`src/rtl/pe_incha_scheduler_if.sv`:
```
// Requester/PE/response bundle for pe_incha_scheduler.
// slave = scheduler side, master = window producers, PE and result sink.
interface pe_incha_scheduler_if #(
  parameter int NUM_REQ    = 4,
  parameter int DATA_WIDTH = 144,
  parameter int OUT_WIDTH  = 32
);
  localparam int IDW = $clog2(NUM_REQ);

  logic [NUM_REQ*DATA_WIDTH-1:0] req_data;
  logic [NUM_REQ-1:0]            req_valid;
  logic [NUM_REQ-1:0]            req_ready;
  logic [DATA_WIDTH-1:0]         pe_i_data;
  logic                          pe_i_valid;
  logic                          pe_ready;
  logic                          pe_ack;
  logic [OUT_WIDTH-1:0]          pe_o_data;
  logic                          pe_o_valid;
  logic [OUT_WIDTH-1:0]          rsp_data;
  logic                          rsp_valid;
  logic [IDW-1:0]                rsp_id;
  logic                          err_orphan;

  modport slave (
    input  req_data, req_valid, pe_ready, pe_ack, pe_o_data, pe_o_valid,
    output req_ready, pe_i_data, pe_i_valid, rsp_data, rsp_valid, rsp_id, err_orphan
  );

  modport master (
    output req_data, req_valid, pe_ready, pe_ack, pe_o_data, pe_o_valid,
    input  req_ready, pe_i_data, pe_i_valid, rsp_data, rsp_valid, rsp_id, err_orphan
  );
endinterface

```
`src/rtl/pe_incha_scheduler.sv`:
```
// Round-robin sharing of one PE between NUM_REQ window producers, with a tag FIFO
// returning each result's requester ID. Optional counters under PE_SCHED_STATS_EN.
module pe_incha_scheduler #(
  parameter int NUM_REQ    = 4,
  parameter int DATA_WIDTH = 144,
  parameter int OUT_WIDTH  = 32,
  parameter int TAG_DEPTH  = 4
) (
  input  logic                  clk,
  input  logic                  rst_n,
  pe_incha_scheduler_if.slave   bus
`ifdef PE_SCHED_STATS_EN
  ,
  output logic [32*NUM_REQ-1:0] stat_grants,
  output logic [31:0]           stat_stall
`endif
);
  localparam int IW = $clog2(NUM_REQ);
  localparam int PW = $clog2(TAG_DEPTH);
  localparam int CW = PW + 1;

  typedef enum logic {IDLE, GRANT} state_t;

  state_t         state, state_nxt;
  logic [IW-1:0]  rr_ptr, grant, pick;
  logic           found;
  logic [IW-1:0]  tag_mem [TAG_DEPTH];
  logic [PW-1:0]  wr_ptr, rd_ptr;
  logic [CW-1:0]  tag_count;
  logic           push, pop, tag_empty, tag_full;
  logic           unused_pe_ready;

  // pe_ack alone marks capture; pe_ready is informational here
  assign unused_pe_ready = bus.pe_ready;

  assign tag_empty = (tag_count == '0);
  assign tag_full  = (tag_count == CW'(TAG_DEPTH));
  assign pop       = bus.pe_o_valid && !tag_empty;

  // First valid requester at or after rr_ptr, wrapping at NUM_REQ-1
  always_comb begin
    int idx;
    idx   = 0;
    pick  = '0;
    found = 1'b0;
    for (int k = 0; k < NUM_REQ; k++) begin
      idx = int'(rr_ptr) + k;
      if (idx >= NUM_REQ) idx = idx - NUM_REQ;
      if (!found && bus.req_valid[idx]) begin
        found = 1'b1;
        pick  = IW'(idx);
      end
    end
  end

  always_ff @(posedge clk) begin
    if (!rst_n) state <= IDLE;
    else        state <= state_nxt;
  end

  always_comb begin
    state_nxt      = state;
    bus.pe_i_valid = 1'b0;
    bus.pe_i_data  = '0;
    bus.req_ready  = '0;
    push           = 1'b0;
    case (state)
      IDLE: if (found && !tag_full) state_nxt = GRANT;
      GRANT: begin
        bus.pe_i_valid = 1'b1;
        bus.pe_i_data  = bus.req_data[int'(grant)*DATA_WIDTH +: DATA_WIDTH];
        if (bus.pe_ack) begin
          bus.req_ready[grant] = 1'b1;
          push                 = 1'b1;
          state_nxt            = IDLE;
        end
      end
      default: state_nxt = IDLE;
    endcase
  end

  always_ff @(posedge clk) begin
    if (!rst_n) begin
      rr_ptr         <= '0;
      grant          <= '0;
      wr_ptr         <= '0;
      rd_ptr         <= '0;
      tag_count      <= '0;
      bus.rsp_valid  <= 1'b0;
      bus.rsp_data   <= '0;
      bus.rsp_id     <= '0;
      bus.err_orphan <= 1'b0;
    end else begin
      if (state == IDLE && state_nxt == GRANT) grant <= pick;
      if (push) begin
        wr_ptr <= wr_ptr + 1'b1;
        rr_ptr <= (grant == IW'(NUM_REQ - 1)) ? '0 : grant + 1'b1;
      end
      if (pop) rd_ptr <= rd_ptr + 1'b1;
      if (push && !pop)      tag_count <= tag_count + 1'b1;
      else if (pop && !push) tag_count <= tag_count - 1'b1;
      bus.rsp_valid <= bus.pe_o_valid;
      if (bus.pe_o_valid) begin
        bus.rsp_data <= bus.pe_o_data;
        bus.rsp_id   <= tag_empty ? '0 : tag_mem[rd_ptr];
        if (tag_empty) bus.err_orphan <= 1'b1;
      end
    end
  end

  // Tag storage needs no reset; pointers and count define validity
  always_ff @(posedge clk) begin
    if (push) tag_mem[wr_ptr] <= grant;
  end

`ifdef PE_SCHED_STATS_EN
  always_ff @(posedge clk) begin
    if (!rst_n) begin
      stat_grants <= '0;
      stat_stall  <= '0;
    end else begin
      for (int r = 0; r < NUM_REQ; r++)
        if (bus.req_ready[r]) stat_grants[r*32 +: 32] <= stat_grants[r*32 +: 32] + 32'd1;
      if (bus.pe_i_valid && !bus.pe_ack && stat_stall != '1) stat_stall <= stat_stall + 32'd1;
    end
  end
`endif
endmodule

```
`src/flat_wrapper.sv`:
```
// flat-port wrapper written by rule: the top's interface ports become plain ports
module pe_incha_scheduler_flat 
#(
  parameter int NUM_REQ    = 4,
  parameter int DATA_WIDTH = 144,
  parameter int OUT_WIDTH  = 32,
  parameter int TAG_DEPTH  = 4
)
  (clk, rst_n, bus_req_data, bus_req_valid, bus_pe_ready, bus_pe_ack, bus_pe_o_data, bus_pe_o_valid, bus_req_ready, bus_pe_i_data, bus_pe_i_valid, bus_rsp_data, bus_rsp_valid, bus_rsp_id, bus_err_orphan);
  pe_incha_scheduler_if #(.NUM_REQ(NUM_REQ), .DATA_WIDTH(DATA_WIDTH), .OUT_WIDTH(OUT_WIDTH)) bus_i ();
  input  logic clk;
  input  logic rst_n;
  input wire logic [$bits(bus_i.req_data)-1:0] bus_req_data;
  input wire logic [$bits(bus_i.req_valid)-1:0] bus_req_valid;
  input wire logic [$bits(bus_i.pe_ready)-1:0] bus_pe_ready;
  input wire logic [$bits(bus_i.pe_ack)-1:0] bus_pe_ack;
  input wire logic [$bits(bus_i.pe_o_data)-1:0] bus_pe_o_data;
  input wire logic [$bits(bus_i.pe_o_valid)-1:0] bus_pe_o_valid;
  output wire logic [$bits(bus_i.req_ready)-1:0] bus_req_ready;
  output wire logic [$bits(bus_i.pe_i_data)-1:0] bus_pe_i_data;
  output wire logic [$bits(bus_i.pe_i_valid)-1:0] bus_pe_i_valid;
  output wire logic [$bits(bus_i.rsp_data)-1:0] bus_rsp_data;
  output wire logic [$bits(bus_i.rsp_valid)-1:0] bus_rsp_valid;
  output wire logic [$bits(bus_i.rsp_id)-1:0] bus_rsp_id;
  output wire logic [$bits(bus_i.err_orphan)-1:0] bus_err_orphan;
  assign bus_i.req_data = bus_req_data;
  assign bus_i.req_valid = bus_req_valid;
  assign bus_i.pe_ready = bus_pe_ready;
  assign bus_i.pe_ack = bus_pe_ack;
  assign bus_i.pe_o_data = bus_pe_o_data;
  assign bus_i.pe_o_valid = bus_pe_o_valid;
  assign bus_req_ready = bus_i.req_ready;
  assign bus_pe_i_data = bus_i.pe_i_data;
  assign bus_pe_i_valid = bus_i.pe_i_valid;
  assign bus_rsp_data = bus_i.rsp_data;
  assign bus_rsp_valid = bus_i.rsp_valid;
  assign bus_rsp_id = bus_i.rsp_id;
  assign bus_err_orphan = bus_i.err_orphan;
  pe_incha_scheduler #(.NUM_REQ(NUM_REQ), .DATA_WIDTH(DATA_WIDTH), .OUT_WIDTH(OUT_WIDTH), .TAG_DEPTH(TAG_DEPTH)) u_core (.clk(clk), .rst_n(rst_n), .bus(bus_i));
endmodule
```
`config.mk`:
```
export PLATFORM = sky130hd
export DESIGN_NAME = pe_incha_scheduler_flat
export DESIGN_NICKNAME = d
export VERILOG_FILES = /design/src/rtl/pe_incha_scheduler_if.sv /design/src/rtl/pe_incha_scheduler.sv /design/src/flat_wrapper.sv
export SDC_FILE = /design/constraint.sdc
export NUM_CORES = 1
export LEC_CHECK = 0
export ABC_AREA = 1
export CORE_AREA = 3 3 315 317
export DETAILED_ROUTE_END_ITERATION = 10
export DIE_AREA = 0 0 318 320
export DONT_BUFFER_PORTS = 1
export PLACE_DENSITY = 0.3
export SLEW_MARGIN = 30
export SYNTH_ARGS = -nofsm -noshare
export SYNTH_HDL_FRONTEND = slang
export SYNTH_SLANG_ARGS = --single-unit
```
`constraint.sdc`:
```
create_clock -name clk -period 4.8 [get_ports clk]
set_input_delay 0.48 -clock clk [delete_from_list [all_inputs] [get_ports clk]]
set_output_delay 0.48 -clock clk [all_outputs]
set_load 0.02 [all_outputs]
```
==> impl_metrics.env <==
export IMPL_status="finished, final reports clean"
export IMPL_port_buffers=0
export IMPL_synthAdderAreaFrac_pct=1.82
export IMPL_hold_ws_ns=0.282
export IMPL_p_switching_mw=3.25
export IMPL_synth_area_top_cells="nor2_1 34%, o21ai_0 23%, dfxtp_1 14%, a21oi_1 11%, clkbuf_1 3.7%"
export IMPL_wire_per_inst_microns=19.1
export IMPL_critPathArrivalTime_ns=2.72
export IMPL_relSlewSlack_pct=41.5
export IMPL_min_from="rst_n"
export IMPL_crit_start="u_core.grant[0]$_SDFFE_PN0P_"
export IMPL_rsz0062_at_grt="no"
export IMPL_place_gp_congestion=0.849
export IMPL_grt_max_degree=128
export IMPL_drt_pass1_iter_count=5
export IMPL_netlist_area_leader_share_pct=34.1
export IMPL_postCtsHoldBufs=0
export IMPL_drc_errors=0
export IMPL_ys_warn_count=0
export IMPL_p_sw_share_pct=64.0
export IMPL_cts_sinks=58
export IMPL_combPwrFrac_pct=73.5
export IMPL_final_common_cell="nor2_1"
export IMPL_p_clk_share_pct=11.3
export IMPL_core_area_sq_um=96600
export IMPL_layout_drive_gt1_share_pct=4.14
export IMPL_tightest_slew_ns=0.880
export IMPL_p_per_area_nw_per_um2=569
export IMPL_cts_tree="yes"
export IMPL_clock_root_buffer="clkbuf_16"
export IMPL_fin_worst_skew_ns=0.00491
export IMPL_power_frac_seq_pct=15.2
export IMPL_fill_cells=11525
export IMPL_dpl_hpwl_microns=40900
export IMPL_min_period_ns=3.20
export IMPL_internal_power_mw=1.83
export IMPL_finish_utilization_pct=9.23
export IMPL_syn_to_final_growth_pct=22.3
export IMPL_r2r_start="u_core.grant[1]$_SDFFE_PN0P_"
export IMPL_clk_insertion_delay_late_ns=0.32
export IMPL_drv_slew=0
export IMPL_ys_seq_area_share_pct=17.0
export IMPL_syn_avg_cell_area_sq_um=5.06
export IMPL_clockBufferDepth=2
export IMPL_yosys_area_share_simple_pct=37.7
export IMPL_synth_area_sq_um=7290
export IMPL_max_cap_violations=0
export IMPL_die_area_sq_um=102000
export IMPL_crit_type="reg2out"
export IMPL_viasPerCell=3.57
export IMPL_critPathLaunchType="register"
export IMPL_ir_drop_v=0.000287
export IMPL_fp_dieH_microns=320
export IMPL_pin_count=802
export IMPL_drtIter0Drc=803
export IMPL_synthMuxAreaShare_pct=0
export IMPL_vias=9441
export IMPL_start_util_pct=7.54
export IMPL_synth_top_area_cell="nor2_1"
export IMPL_core_rowCount=114
export IMPL_max_freq_ghz=0.312
export IMPL_grt_usage_pct=8.89
export IMPL_grt_pass1_wl_microns=66800
export IMPL_synth_compound_area_share_pct=34.4
export IMPL_ys_types=27
export IMPL_ys_seq_elements=58
export IMPL_final_cell_mix="661 x nor2_1, 331 x o21ai_0, 158 x a21oi_1, 48 x dfxtp_1, 37 x nand2_1"
export IMPL_numCtsBuffers=9
export IMPL_synth_xor_area_share_pct=0
export IMPL_path_max_fanout=128
export IMPL_fp_dieW_microns=318
export IMPL_synth_top_family_by_area="simple AND/OR/NAND/NOR gates"
export IMPL_hp_class="in2reg"
export IMPL_finalHoldViolations=0
export IMPL_overflow=0
export IMPL_cp_required_ns=4.32
export IMPL_clkTransAtPathRegs_ns=0.05
export IMPL_nets=1976
export IMPL_wl_microns=50400
export IMPL_cts_setup_buffers=0
export IMPL_syn_nets=2066
export IMPL_layout_worst_path_cycle_share_pct=66.8
export IMPL_p_leak_nw=2.99
export IMPL_cts_resized_gates=0
export IMPL_timing_setup_tns_ns=0
export IMPL_cts_max_level=3
export IMPL_grt_pass1_vias=8714
export IMPL_crit_path_end_kind="output port"
export IMPL_synthCells=1439
export IMPL_antenna_found_initial=24
export IMPL_setup_viol=0
export IMPL_ant_nets=0
## power by group through the flow
stage / logic (mW) / clock network, mW / registers [mW]
global route: 4.12 / 0.612 / 0.800
CTS: 3.77 / 0.587 / 0.789
floorplan: 2.82 / 0 / 0.654
global placement: 3.79 / 0 / 0.800
detailed placement: 3.76 / 0 / 0.798
finish: 3.73 / 0.572 / 0.772
## cell families after synthesis
| kind of cell | Yosys count |
|---|---|
| simple gates | 717 |
| buf+inv | 157 |
| compound gates | 497 |
| flops | 58 |
| fa+ha+maj | 10 |
## Yosys cell counts
library cell	count
a211oi_1	1
a21oi_1	159
a22o_1	1
buf_1	1
buf_2	48
buf_4	2
buf_6	1
clkbuf_1	72
clkinv_1	1
dfxtp_1	50
edfxtp_1	8
fa_1	1
ha_1	9
inv_1	28
inv_2	4
nand2_1	37
nand2_2	5
nand3_1	7
nand3_2	3
nor2_1	661
nor2_2	1
nor2_4	1
nor3_1	2
o21a_1	1
o21ai_0	332
o21ai_1	1
o32ai_1	2
## stage by stage
| stage | total power, mW | std cells | setup WS [ns] | area [sq um] |
|---|---|---|---|---|
| after CTS | 5.15 | 2629 | 1.48 | 8870 |
| after global routing | 5.53 | 2637 | 1.41 | 8890 |
| after detailed placement | 4.56 | 2614 | 1.83 | 8610 |
| after floorplan | 3.48 | 1439 | 2.80 | 7290 |
| after global placement | 4.59 | 2614 | 1.86 | 8610 |
| final | 5.08 | 2645 | 1.60 | 8910 |
## flip-flops by register name, summed over array words and instances, names as in the netlist, named ones only
name,count
u_core.rr_ptr,2
u_core.grant,2
u_core.tag_mem,8
u_core.bus.rsp_id,2
u_core.tag_count,3
u_core.wr_ptr,2
u_core.bus.rsp_data,32
u_core.bus.rsp_valid,1
u_core.bus.err_orphan,1
u_core.state,1
u_core.rd_ptr,2
## metal layers
layer | share of wire, % | up-vias | track usage (%)
li1 | - | 4547 | -
met4 | 2.7 | 6 | 2.43
met5 | 0.077 | - | 0
met1 | 41 | 4264 | 11.3
met3 | 8.9 | 78 | 2.51
met2 | 47 | 546 | 14.7
## cell type report
class                           instances  area, sq um  area share (%)
Inverter                               33          141            1.59
Antenna cell                           16         40.0           0.449
Multi-Input combinational cell       1224         5380            60.4
Tap cell                             1276         1600            17.9
Clock inverter                          6         42.5           0.477
Sequential cell                        58         1250            14.0
Timing Repair Buffer                   23          235            2.64
Clock buffer                            9          225            2.53
## critical path, cell delays in order, from the launching register on
cell and delay, ns:
dfxtp_4 0.49, inv_8 0.54, buf_4 0.49, o21ai_0 0.28, a21oi_1 0.48
## final timing paths
check / slack (ns) / endpoint / cells after the start
hold reg to reg: 0.47 / register / 2
hold / removal: 0.28 / u_core.grant[1]$_SDFFE_PN0P_ / 2
setup / recovery: 1.60 / bus_pe_i_data[101] / 4
setup reg to reg: 2.32 / u_core.rr_ptr[1]$_SDFFE_PN0P_ / 5
No activity file was read; power rests on OpenSTA's default activity.
